## config.mk

```make
export PLATFORM = sky130hd
export DESIGN_NAME = hbridge_gate_sequencer
export DESIGN_NICKNAME = d
export VERILOG_FILES = /design/src/rtl/hbridge_pkg.sv /design/src/rtl/leg_deadtime.sv /design/src/rtl/hbridge_gate_sequencer.sv
export SDC_FILE = /design/constraint.sdc
export NUM_CORES = 1
export LEC_CHECK = 0
export BUFFER_PORTS_ARGS = -buffer_cell sky130_fd_sc_hd__buf_2
export CAP_MARGIN = 25
export CORE_AREA = 2 2 107 109
export DETAILED_ROUTE_END_ITERATION = 8
export DIE_AREA = 0 0 109 111
export PLACE_DENSITY_LB_ADDON = 0.05
export SETUP_SLACK_MARGIN = 0.15
export SYNTH_ARGS = -nofsm -noshare
export SYNTH_HDL_FRONTEND = slang
export SYNTH_SLANG_ARGS = --single-unit
```

## constraint.sdc

```tcl
create_clock -name i_clk -period 2.35 [get_ports i_clk]
set_clock_uncertainty 0.1 [all_clocks]
set_input_delay 0.235 -clock i_clk [delete_from_list [all_inputs] [get_ports i_clk]]
set_output_delay 0.235 -clock i_clk [all_outputs]
set_load 0.02 [all_outputs]
```

## src/rtl/hbridge_pkg.sv

```systemverilog
// rtl/hbridge_pkg.sv - shared types and constants for the H-bridge gate sequencer
package hbridge_pkg;

  typedef enum logic [1:0] {
    ST_IDLE      = 2'd0,
    ST_PRECHARGE = 2'd1,
    ST_RUN       = 2'd2,
    ST_FAULT     = 2'd3
  } state_e;

  localparam logic [1:0] FLT_NONE = 2'b00;
  localparam logic [1:0] FLT_EXT  = 2'b01;
  localparam logic [1:0] FLT_CMD  = 2'b10;

  localparam logic [1:0] CMD_ZERO = 2'b00;
  localparam logic [1:0] CMD_POS  = 2'b01;
  localparam logic [1:0] CMD_NEG  = 2'b10;
  localparam logic [1:0] CMD_BAD  = 2'b11;

  localparam int GATE_A_HI = 3;
  localparam int GATE_A_LO = 2;
  localparam int GATE_B_HI = 1;
  localparam int GATE_B_LO = 0;

  localparam logic LEG_LO = 1'b0;
  localparam logic LEG_HI = 1'b1;

endpackage

```

## src/rtl/leg_deadtime.sv

```systemverilog
// rtl/leg_deadtime.sv - one half-bridge leg with break-before-make dead time
// Ports: i_clk, i_rst_n (sync, active-low), i_kill (force LO/off),
//        i_target (LEG_HI/LEG_LO), i_deadtime (cycles, 0 acts as 1),
//        o_hi / o_lo (registered switch drives, never both 1).
module leg_deadtime
  import hbridge_pkg::*;
#(
  parameter int NB_DT = 8
) (
  input  logic             i_clk,
  input  logic             i_rst_n,
  input  logic             i_kill,
  input  logic             i_target,
  input  logic [NB_DT-1:0] i_deadtime,
  output logic             o_hi,
  output logic             o_lo
);

  logic             target_q, target_d;
  logic [NB_DT-1:0] cnt_q, cnt_d;
  logic             hi_q, hi_d;
  logic             lo_q, lo_d;
  logic [NB_DT-1:0] d_eff;

  always_comb begin
    d_eff    = (i_deadtime == '0) ? NB_DT'(1) : i_deadtime;
    target_d = target_q;
    cnt_d    = cnt_q;
    hi_d     = hi_q;
    lo_d     = lo_q;
    if (i_kill) begin
      target_d = LEG_LO;
      cnt_d    = '0;
      hi_d     = 1'b0;
      lo_d     = 1'b0;
    end else if (i_target != target_q) begin
      // Any retarget, even mid dead time, restarts the full gap.
      target_d = i_target;
      cnt_d    = d_eff;
      hi_d     = 1'b0;
      lo_d     = 1'b0;
    end else if (cnt_q > NB_DT'(1)) begin
      cnt_d = cnt_q - NB_DT'(1);
      hi_d  = 1'b0;
      lo_d  = 1'b0;
    end else begin
      // Counter expiring (1 -> 0) switches on in the same edge.
      cnt_d = '0;
      hi_d  = (target_q == LEG_HI);
      lo_d  = (target_q == LEG_LO);
    end
  end

  always_ff @(posedge i_clk) begin
    if (!i_rst_n) begin
      target_q <= LEG_LO;
      cnt_q    <= '0;
      hi_q     <= 1'b0;
      lo_q     <= 1'b0;
    end else begin
      target_q <= target_d;
      cnt_q    <= cnt_d;
      hi_q     <= hi_d;
      lo_q     <= lo_d;
    end
  end

  assign o_hi = hi_q;
  assign o_lo = lo_q;

endmodule

```

## src/rtl/hbridge_gate_sequencer.sv

```systemverilog
// rtl/hbridge_gate_sequencer.sv - full-bridge gate sequencer: precharge, dead time, fault latch
// Ports: i_clk, i_rst_n (sync, active-low), i_en, i_pwm (01 +Vdc, 10 -Vdc, 00 zero, 11 invalid),
//        i_fault_n (async, active-low), i_clr_fault, i_deadtime, i_precharge_cycles,
//        o_gate {A_hi, A_lo, B_hi, B_lo}, o_running, o_fault, o_fault_code.
module hbridge_gate_sequencer
  import hbridge_pkg::*;
#(
  parameter int NB_DT = 8,
  parameter int NB_PC = 16
) (
  input  logic             i_clk,
  input  logic             i_rst_n,
  input  logic             i_en,
  input  logic [1:0]       i_pwm,
  input  logic             i_fault_n,
  input  logic             i_clr_fault,
  input  logic [NB_DT-1:0] i_deadtime,
  input  logic [NB_PC-1:0] i_precharge_cycles,
  output logic [3:0]       o_gate,
  output logic             o_running,
  output logic             o_fault,
  output logic [1:0]       o_fault_code
);

  state_e           state_q, state_d;
  logic [1:0]       pwm_q, pwm_d;
  logic             sync1_q, sync1_d;
  logic             sync2_q, sync2_d;
  logic             bad_q, bad_d;
  logic [NB_PC-1:0] pc_cnt_q, pc_cnt_d;
  logic [1:0]       code_q, code_d;
  logic             tgt_a_q, tgt_a_d;
  logic             tgt_b_q, tgt_b_d;
  logic [NB_PC-1:0] p_eff;
  logic             ext_flt, cmd_flt, kill;
  logic             a_hi, a_lo, b_hi, b_lo;

  always_comb begin
    pwm_d    = i_pwm;
    sync1_d  = i_fault_n;
    sync2_d  = sync1_q;
    state_d  = state_q;
    pc_cnt_d = '0;
    code_d   = code_q;
    p_eff    = (i_precharge_cycles == '0) ? NB_PC'(1) : i_precharge_cycles;
    ext_flt  = !sync2_q;
    // bad_q remembers an invalid command seen in RUN on the previous cycle.
    bad_d    = (state_q == ST_RUN) && (pwm_q == CMD_BAD);
    cmd_flt  = bad_d && bad_q;

    if ((state_q != ST_FAULT) && (ext_flt || cmd_flt)) begin
      state_d = ST_FAULT;
      code_d  = ext_flt ? FLT_EXT : FLT_CMD;
    end else begin
      case (state_q)
        ST_IDLE: begin
          if (i_en) begin
            state_d  = ST_PRECHARGE;
            pc_cnt_d = p_eff;
          end
        end
        ST_PRECHARGE: begin
          if (!i_en) state_d = ST_IDLE;
          else if (pc_cnt_q == NB_PC'(1)) state_d = ST_RUN;
          else pc_cnt_d = pc_cnt_q - NB_PC'(1);
        end
        ST_RUN: begin
          if (!i_en) state_d = ST_IDLE;
        end
        ST_FAULT: begin
          if (i_clr_fault && sync2_q && !i_en) begin
            state_d = ST_IDLE;
            code_d  = FLT_NONE;
          end
        end
        default: state_d = ST_IDLE;
      endcase
    end

    // Legs are held off both while leaving and while sitting in IDLE/FAULT,
    // so gates drop on the transition edge and PRECHARGE starts one edge late.
    kill = (state_q == ST_IDLE) || (state_q == ST_FAULT) ||
           (state_d == ST_IDLE) || (state_d == ST_FAULT);

    tgt_a_d = LEG_LO;
    tgt_b_d = LEG_LO;
    if (!kill && (state_q == ST_RUN)) begin
      case (pwm_q)
        CMD_POS: tgt_a_d = LEG_HI;
        CMD_NEG: tgt_b_d = LEG_HI;
        CMD_ZERO: begin
          tgt_a_d = LEG_LO;
          tgt_b_d = LEG_LO;
        end
        default: begin
          tgt_a_d = tgt_a_q;
          tgt_b_d = tgt_b_q;
        end
      endcase
    end
  end

  always_ff @(posedge i_clk) begin
    if (!i_rst_n) begin
      state_q  <= ST_IDLE;
      pwm_q    <= 2'b00;
      sync1_q  <= 1'b1;
      sync2_q  <= 1'b1;
      bad_q    <= 1'b0;
      pc_cnt_q <= '0;
      code_q   <= FLT_NONE;
      tgt_a_q  <= LEG_LO;
      tgt_b_q  <= LEG_LO;
    end else begin
      state_q  <= state_d;
      pwm_q    <= pwm_d;
      sync1_q  <= sync1_d;
      sync2_q  <= sync2_d;
      bad_q    <= bad_d;
      pc_cnt_q <= pc_cnt_d;
      code_q   <= code_d;
      tgt_a_q  <= tgt_a_d;
      tgt_b_q  <= tgt_b_d;
    end
  end

  leg_deadtime #(.NB_DT(NB_DT)) u_leg_a (
    .i_clk      (i_clk),
    .i_rst_n    (i_rst_n),
    .i_kill     (kill),
    .i_target   (tgt_a_d),
    .i_deadtime (i_deadtime),
    .o_hi       (a_hi),
    .o_lo       (a_lo)
  );

  leg_deadtime #(.NB_DT(NB_DT)) u_leg_b (
    .i_clk      (i_clk),
    .i_rst_n    (i_rst_n),
    .i_kill     (kill),
    .i_target   (tgt_b_d),
    .i_deadtime (i_deadtime),
    .o_hi       (b_hi),
    .o_lo       (b_lo)
  );

  assign o_gate[GATE_A_HI] = a_hi;
  assign o_gate[GATE_A_LO] = a_lo;
  assign o_gate[GATE_B_HI] = b_hi;
  assign o_gate[GATE_B_LO] = b_lo;
  assign o_running         = (state_q == ST_RUN);
  assign o_fault           = (state_q == ST_FAULT);
  assign o_fault_code      = code_q;

endmodule

```

* After elaboration in Yosys (flattened, before gate mapping)
Index checks and enable logic that the tools add are counted.
** Storage, ports and cells
- Input bits :: 31
- Output and inout bits :: 8
- Register bits after elaboration :: 49
** Operators by class
- Reductions and logical operators :: 27
- Magnitude comparators :: 2
- Add/subtract/negate cells :: 3
- Multiplexer cells :: 25
- Equal/unequal tests :: 11
- Bitwise gates (word level) :: 3
** Operator list (count)
- 16-bit 2-to-1 mux :: 4
- 8-bit 2-to-1 mux :: 5
- 16-bit one-hot mux with 2 select lines :: 1
- 2-bit 2-to-1 mux :: 10
- 16-bit by 1-bit == test with 1-bit output (second input constant) :: 1
- 8-bit by 1-bit > comparator with 1-bit output (second input constant) :: 2
- 16-bit zero test :: 1
- 16-bit by 1-bit subtractor with 16-bit output (second input constant) :: 1
- 8-bit by 1-bit subtractor with 8-bit output (second input constant) :: 2
- 2-bit == test (second input constant) :: 5
- 8-bit zero test :: 1
- 2-bit one-hot mux with 4 select lines :: 1
- 2-bit OR reduction :: 4
- 4-bit OR reduction :: 2
- 1-bit logical AND :: 6
- 2-bit zero test :: 3
- 2-bit by 1-bit == test with 1-bit output (second input constant) :: 2
- 1-bit logical OR :: 4
- 1-bit one-hot mux with 2 select lines :: 2
- 2-bit nonzero test :: 2
- 1-bit zero test :: 3
- 1-bit NOT :: 3
- 1-bit 2-to-1 mux :: 2
- 1-bit != test :: 2
- other kinds (2) :: 2

* Logic depth before layout (Yosys ltp)
Gate-level depths: netlist of the first run.
- Depth in word-level cells :: 14
- Gate-level depth with buffers :: 9

* Modules after synthesis
Synthesis of the first run repeated with hierarchy kept, for this count alone.
** Unflattened totals
- Cells, all modules :: 293
- Area total of the unflattened synthesis :: 2630.0 µm²
** Modules (own cells, without submodules)
- hbridge_gate_sequencer :: cells an instance 177, times used 1, seq. area each 540.5 µm², area an instance 1511.4 µm²
- leg_deadtime :: cells an instance 58, times used 2, seq. area each 220.2 µm², area an instance 559.3 µm²

* Worst setup path before layout of the first run
OpenSTA, ideal clock, no wires.
- Path kind :: reg2reg
- Start point :: register state_q[1]
- End point :: register u_leg_a.cnt_q[6]
- Arrival :: 1.927 ns
- Data required time :: 2.119 ns
- Path slack :: 0.192 ns
- Library setup time :: 0.131 ns
- Period minus slack after synthesis :: 2.158 ns
- Path buffers :: 1
- Cell stages (with the launch flop) :: 8
- Cell sequence :: dfxtp_1 > ha_1 > a21bo_2 > o31ai_1 > a2bb2oi_2 > xor2_2 > buf_6 > nor3_1
** RTL lines
- start: declaration :: RTL line hbridge_gate_sequencer.sv:25 : state_e state_q, state_d;
- start signal: assignment :: RTL line hbridge_gate_sequencer.sv:115 : state_q <= state_d;
- 2-bit == test *
- via o_fault :: RTL line hbridge_gate_sequencer.sv:21 : output logic o_fault,
- 2-bit one-hot mux with 4 select lines :: RTL line hbridge_gate_sequencer.sv:55 : case (state_q)
- 2-bit 2-to-1 mux :: RTL line hbridge_gate_sequencer.sv:51 : if ((state_q != ST_FAULT) && (ext_flt || cmd_flt)) begin
- 2-bit zero test :: RTL line hbridge_gate_sequencer.sv:83 : (state_d == ST_IDLE) || (state_d == ST_FAULT);
- 1-bit logical OR :: RTL line hbridge_gate_sequencer.sv:82 : kill = (state_q == ST_IDLE) || (state_q == ST_FAULT) ||
- 1-bit logical OR * :: RTL line hbridge_gate_sequencer.sv:83
- 1-bit zero test :: RTL line hbridge_gate_sequencer.sv:87 : if (!kill && (state_q == ST_RUN)) begin
- 1-bit logical AND :: RTL line hbridge_gate_sequencer.sv:87
- 1-bit 2-to-1 mux :: RTL line hbridge_gate_sequencer.sv:87
- 1-bit != test :: RTL line leg_deadtime.sv:36 : end else if (i_target != target_q) begin
- 8-bit 2-to-1 mux :: RTL line leg_deadtime.sv:36
- end signal: assignment :: RTL line leg_deadtime.sv:62 : cnt_q <= cnt_d;
- end: declaration :: RTL line leg_deadtime.sv:20 : logic [NB_DT-1:0] cnt_q, cnt_d;
The timed path passes the listed nets; every way through them passes the cells marked *.
A chain may end at the register's enable or synchronous reset.

* Worst setup path in the final report of the first run
- Start point :: register state_q[0]
- End point :: register u_leg_b.cnt_q[0]
** On the way
- Longest elaborated chain between the ends :: 14
** RTL lines (RTL line)
- branches (longest 14 deep; another with 8-bit 2-to-1 mux)
- end signal: assignment :: leg_deadtime.sv:62
- end: declaration :: leg_deadtime.sv:20
Parallel ways; which one is timed is not known.

==> metrics.md, run 1 <==
| Metric | Value |
|---|---|
| Clock Latency Late Sink | 0.29 ns |
| # nets final | 388 |
| Placer Congestion | 0.782 |
| Switching Fraction | 27.7% |
| Number of global-route vias before repair | 2377 |
| DR DRC count | 0 |
| CP Class | register to register |
| Congestion Overflow GR | 0 |
| Fin crit period | 2.08 ns |
| Register area share after synthesis | 36.6% |
| Leakage | 1.28 nW |
| Sequential power share | 40.7% |
| Maximum clock frequency | 482 MHz |
| First-pass GRT wire length | 11600 um |
| Post-Syn Area | 2680 sq um |
| Crit Path Max Fanout | 9 |
| Net Switching | 0.610 mW |
| Avg Cell Area, Syn | 8.88 sq um |
| Gr usage total | 12.1% |
| Core Box Area | 11100 sq um |
| Critical Path AT | 2.15 ns |
| Clk network pwr share | 38.8% |
| Clock root buffer | clkbuf_16 |
| Startpoint Class | register |
| Detailed Route WL | 6950 um |
| Via Count | 2282 |
| Syn_nets | 343 |
| H-Tree Depth | 2 |
| Final Max Slew Viols | 0 |
| 1st-pass router iterations | 4 |
| Gate power share | 20.5% |
| Number of port buffers | 38 |
| Initial Util | 24.2% |
| Clock Sinks | 49 |
| Setup violators final | 0 |
| DR iter-0 viols | 62 |
| TritonCTS clock tree | yes |
| Max-cap violation count | 0 |
| Initial antenna violation count | 0 |
| Area delta synth->final | 22.7% |
| Remaining antenna violation count | 0 |
| Max clock buf depth | 2 |
| Hold WC Path Type | primary input to register |
| Yosys cell types | 53 |
| CP Capture Type | register |
| Yosys warnings | 0 |
| Die Area | 12100 sq um |
| Chip Width | 109 um |
| Power Density | 669 nW/um^2 |
| Unrepaired setup endpoints after global routing | true |
| Final Hold Viols | 0 |
| Post-synth EDFFs | 0 |
| Max IR drop VDD | 0.253 mV |
| Critical Path RT | 2.43 ns |
| Synth Flop Type | dfxtp_1 |
| Rel. slew slack | 63.9% |
| TNS Setup | 0 ns |
| Die H | 111 um |
| Cells after synthesis | 302 |
| I/O Pins | 39 |
| Ant. Diodes | 0 |
| Status | completed |
| Async SR Flop Fraction | 0% |
| Wirelength per Cell | 14.1 um |
| Layout cells sized above 1 | 24.7% |
| Post-route clock period utilization | 88.4% |
| Core Util, Final | 29.7% |
| Vias per inst | 4.65 |
| Seq cells post-synth | 49 |
| CTS Buf Count | 5 |
| Num rows | 39 |
| Internal power | 1.59 mW |
| Post-DP HPWL | 5320 um |
| Worst-Margin Slew | 0.541 ns |
| Clock Pin Slew Worst Setup and Hold Paths | 0.07 ns |
| Largest net degree at the start of global routing | 25 |
## synthesized netlist by cell type (all sizes together), types with 2 or more instances
cell type / count / share of area [%]
xnor2: 7 / 2.3
nand3b: 3 / 0.84
a2111oi: 2 / 0.65
nand4: 4 / 1.2
or2: 3 / 0.70
buf: 7 / 2.1
or3: 4 / 0.93
dfxtp: 49 / 37
mux2i: 4 / 1.5
mux2: 2 / 0.84
nor2: 30 / 4.2
nor3: 32 / 6.3
inv: 12 / 1.7
nor4: 12 / 4.2
nand4b: 2 / 0.65
o21ai: 10 / 1.9
o21a: 3 / 0.84
ha: 10 / 4.7
a21oi: 9 / 2.0
xor2: 15 / 5.2
a22oi: 18 / 5.0
nor3b: 3 / 0.84
and2: 2 / 0.47
nor2b: 7 / 1.6
nand2b: 4 / 0.93
o31ai: 3 / 0.84
nand3: 8 / 1.5
a41oi: 2 / 0.65
or4: 2 / 0.70
and3b: 2 / 0.70
nand2: 15 / 2.2
a2bb2oi: 2 / 0.89
clkbuf: 6 / 0.84
## critical path, cell delays in order (launching register included)
cell	delay, ns
dfxtp_1	0.33
inv_1	0.09
ha_1	0.29
nand2_1	0.16
o21a_1	0.26
or2_2	0.39
a2111oi_0	0.35
## power groups by stage
stage	Sequential [mW]	Clock (mW)	Combinational, mW
floorplan	0.908	0	0.314
global placement	0.917	0	0.460
finish	0.896	0.855	0.452
global route	0.902	0.929	0.506
CTS	0.896	0.897	0.457
detailed placement	0.916	0	0.454
## flip-flops by register name (all words and copies together) (netlist names), 2 cells and up
signal	count
u_leg_a.cnt_q	8
o_fault_code	2
state_q	2
u_leg_b.cnt_q	8
pwm_q	2
pc_cnt_q	16
## routing by layer
metal | track usage [%] | vias to the layer above | wire length (um) | part of all wire (%)
met5 | 0 | - | 0 | 0
met4 | 3.85 | 0 | 77 | 1.1
met3 | 1.82 | 6 | 184 | 2.6
met2 | 19.6 | 29 | 3240 | 47
met1 | 16.4 | 1062 | 3450 | 50
li1 | - | 1185 | - | -
## layout make-up
type,instances,area [sq um]
clock inverters,2,37.5
flip-flops and latches,49,981
inverters,12,45.0
clock buffers,6,139
repair buffers,51,313
well taps,143,179
fillers,1217,7780
multi-input cells,228,1600
## what timing repair did
item                                    in CTS  in global routing
hold buffers                                 0                  0
gates resized for setup                      0                  7
endpoints found under the setup margin       0                  4
buffers inserted                             0                  1
## metrics by stage
| stage | setup slack [ns] | power, mW | hold slack (ns) | cell area, sq um | instances |
|---|---|---|---|---|---|
| after floorplan | 0.192 | 1.22 | 0.236 | 2680 | 302 |
| after global placement | 0.281 | 1.38 | 0.294 | 3090 | 482 |
| after detailed placement | 0.274 | 1.37 | 0.301 | 3090 | 482 |
| after CTS | 0.266 | 2.25 | 0.0176 | 3260 | 490 |
| after global routing | 0.107 | 2.34 | 0.0250 | 3290 | 491 |
| final | 0.273 | 2.20 | 0.0260 | 3290 | 491 |
## placed cells by master, fill, tap and decap left out, drive strengths merged, types with 6 or more instances in the layout
cell type,count
xnor2,7
clkbuf,6
nor3,32
nor2,30
nor2b,7
buf,51
nand2,15
inv,12
nand3,8
xor2,15
dfxtp,49
ha,10
o21ai,10
a22oi,18
nor4,12
a21oi,9
## logic make-up (layout without fill, tap and decap cells)
group	count (synthesis)	after routing	share of synthesized area, %
AOI/OAI and AO/OA	54	54	14.7
xor gates and xnor gates	22	22	7.46
adders and majority gates	10	10	4.66
buffers and inverters	25	71	4.66
DFF	49	49	36.6
muxes	6	6	2.33
and+or+nand+nor	136	136	29.6
## worst paths after layout
kind                            depth (start not counted)  slack [ns]  startpoint          endpoint
worst min-delay path                                    2        0.03   i_fault_n           sync1_q
worst max-delay path                                    6        0.27  state_q[0]  u_leg_b.cnt_q[0]
worst max register to register                          6        0.27  state_q[0]  u_leg_b.cnt_q[0]
worst min register to register                          1        0.32     sync1_q           sync2_q
Note: power is estimated with default switching activity, not from simulation.
==> run 2: changes to the inputs <==
Settings changed: CORE_AREA 2 2 107 109 to 2 2 94 96, DIE_AREA 0 0 109 111 to 0 0 96 98.
==> run 2 against run 1 <==
Routed wire length is 6.8% lower. Clock power is 43% lower. Sequential cell count stayed put. Critical path depth is 1 higher. Combinational power is 1% lower. Register-to-register slack better by 0.03 ns. Sequential share of layout area is 1.4 points higher. Maximum frequency is 1.6% higher. Non-clock buffer count is 1 lower.
==> metrics.md, run 2 (synthesized netlist as in run 1, its figures left out) <==
| Metric | Value |
|---|---|
| Detailed Route WL | 6480 um (was 6950 um) |
| CP max stage cell | dfxtp_1 (was or2_2) |
| Commonest non-fill, non-tap cell in the layout | dfxtp_1 (unchanged) |
| H-Tree Depth | 2 (unchanged) |
| TNS Setup | 0 ns (unchanged) |
| Max IR drop VDD | 0.211 mV (was 0.253 mV) |
| Die Area | 9410 sq um (was 12100 sq um) |
| Postcts setup bufs | 0 (unchanged) |
| Clock root buffer | clkbuf_8 (was clkbuf_16) |
| Setup violators final | 0 (unchanged) |
| CP peak stage delay | 0.40 ns (was 0.39 ns) |
| Post-route clock period utilization | 87.0% (was 88.4%) |
| Hold path endpoint | pwm_q[0] (was sync1_q) |
| Power Density | 580 nW/um^2 (was 669 nW/um^2) |
| Core Box Area | 8470 sq um (was 11100 sq um) |
| CP Class | register to register (unchanged) |
| Max clock buf depth | 2 (unchanged) |
| Place WS | 0.177 ns (was 0.274 ns) |
| Clock Sinks | 49 (unchanged) |
| Die H | 98 um (was 111 um) |
| Hold WC Path Type | primary input to register (unchanged) |
| Tot Pwr | 1.83 mW (was 2.20 mW) |
| Num rows | 34 (was 39) |
| DR top layer | met4 (unchanged) |
| Vias per inst | 5.02 (was 4.65) |
| Congestion Overflow GR | 0 (unchanged) |
| Initial Util | 31.7% (was 24.2%) |
| Placer Congestion | 0.748 (was 0.782) |
| Leading registers by flop count | pc_cnt_q (16), u_leg_a.cnt_q (8), u_leg_b.cnt_q (8) (unchanged) |
| Post-DP HPWL | 4890 um (was 5320 um) |
| Final Max Slew Viols | 0 (unchanged) |
| I/O Pins | 39 (unchanged) |
| Clock Pin Slew Worst Setup and Hold Paths | 0.09 ns (was 0.07 ns) |
| Min-delay src | i_pwm[0] (was i_fault_n) |
| Worst path top cell family by delay | compound AO/OA/AOI/OAI gates (unchanged) |
| Area delta synth->final | 17.5% (was 22.7%) |
| R2R Path End | u_leg_a.cnt_q[0] (was u_leg_b.cnt_q[0]) |
| Layout cells sized above 1 | 24.8% (was 24.7%) |
| Startpoint Class | register (unchanged) |
| Unrepaired setup endpoints after global routing | false (was true) |
| Via Count | 2285 (was 2282) |
| Clock Latency Late Sink | 0.29 ns (about the same) |
| Critical-path cell list | ha_1 > a21bo_2 > o31ai_2 > a2bb2oi_2 > xor2_2 > buf_12 > a2111oi_0 (was inv_1 > ha_1 > nand2_1 > o21a_1 > or2_2 > a2111oi_0) |
| DR DRC count | 0 (unchanged) |
| Commonest non-fill, non-tap cells in the layout | dfxtp_1, buf_2, nor2_1 (unchanged) |
| Number of port buffers | 38 (unchanged) |
| Reg2reg start | state_q[0] (unchanged) |
| Reg2reg path depth | 7 (was 6) |
| Wirelength per Cell | 14.2 um (was 14.1 um) |
| 1st-pass router iterations | 4 (unchanged) |
| CP Capture Type | register (unchanged) |
| Reg2reg setup slack | 0.31 ns (was 0.27 ns) |
| Largest net degree at the start of global routing | 25 (unchanged) |
| Min-Delay Path Depth | 2 (unchanged) |
| Worst Path Buf+Inv | 1 (unchanged) |
| Worst-Margin Slew | 0.585 ns (was 0.541 ns) |
| Gr usage total | 14.6% (was 12.1%) |
| DR WL met3 | 217 um (was 184 um) |
| Fin crit period | 2.04 ns (was 2.08 ns) |
| TritonCTS clock tree | yes (unchanged) |
| DR iter-0 viols | 94 (was 62) |
| Max reg flops | 16 (unchanged) |
| Ant. Diodes | 0 (unchanged) |
| Number of global-route vias before repair | 2271 (was 2377) |
| CTS Buf Count | 5 (unchanged) |
| Final WS setup | 0.305 ns (was 0.273 ns) |
| Leakage | 1.22 nW (was 1.28 nW) |
| DR WL met2 | 3040 um (was 3240 um) |
| Metal1 wirelength | 3180 um (was 3450 um) |
| Final Hold Viols | 0 (unchanged) |
| Crit Path Max Fanout | 24 (was 9) |
| Critical Path AT | 2.12 ns (was 2.15 ns) |
| Chip Width | 96 um (was 109 um) |
| Status | completed (unchanged) |
| # nets final | 387 (was 388) |
| Biggest register | pc_cnt_q (unchanged) |
| Max-cap violation count | 0 (unchanged) |
| Remaining antenna violation count | 0 (unchanged) |
| First-pass GRT wire length | 10900 um (was 11600 um) |
| Rel. slew slack | 61.0% (was 63.9%) |
| Critical Path RT | 2.43 ns (about the same) |
| Maximum clock frequency | 489 MHz (was 482 MHz) |
| Initial antenna violation count | 0 (unchanged) |
## run 2: metal layers
metal / up-vias / GRT usage (%)
li1: 1177 / -
met1: 1072 / 20.8
met5: - / 0
met2: 34 / 23.0
met4: 0 / 3.30
met3: 2 / 2.39
## run 2: what timing repair did
item	in CTS	in global routing
setup endpoints to repair	0	22
hold buffers	1	0
hold endpoints to repair	1	0
resized for setup	0	10
## run 2: cell type report
cell class	instances	area, sq um
Clock buffer	6	72.6
Clock inverter	2	10.0
Fill cell	899	5310
Inverter	12	45.0
Multi-Input combinational cell	228	1610
Sequential cell	49	982
Tap cell	108	135
Timing Repair Buffer	50	295
## run 2: per-stage QoR
| stage | cell area [sq um] | util [%] | std cells | hold WS, ns |
|---|---|---|---|---|
| final | 3150 | 37.2 | 455 | 0.0443 |
| after global routing | 3150 | 37.2 | 455 | 0.0309 |
| after CTS | 3120 | 36.8 | 455 | 0.0314 |
| after detailed placement | 3020 | 35.7 | 446 | 0.298 |
| after global placement | 3020 | 35.7 | 446 | 0.296 |
| after floorplan | 2680 | - | 302 | 0.236 |
## run 2: how the worst max path moves through the flow
stage | startpoint | endpoint | slack [ns] | depth (start not counted)
6_report | state_q[0] | u_leg_a.cnt_q[0] | 0.31 | 7
5_1_grt | state_q[0] | u_leg_a.cnt_q[0] | 0.15 | 8
4_1_cts | state_q[0] | u_leg_a.cnt_q[0] | 0.16 | 7
3_5_place_dp | state_q[0] | u_leg_a.cnt_q[0] | 0.18 | 7
3_3_place_gp | state_q[0] | u_leg_a.cnt_q[0] | 0.29 | 7
2_1_floorplan | state_q[1] | u_leg_a.cnt_q[6] | 0.19 | 7
## run 2: report_power, final
part,switching (mW),internal (mW)
combinational,0.251,0.195
sequential,0.0348,0.861
clock,0.279,0.207
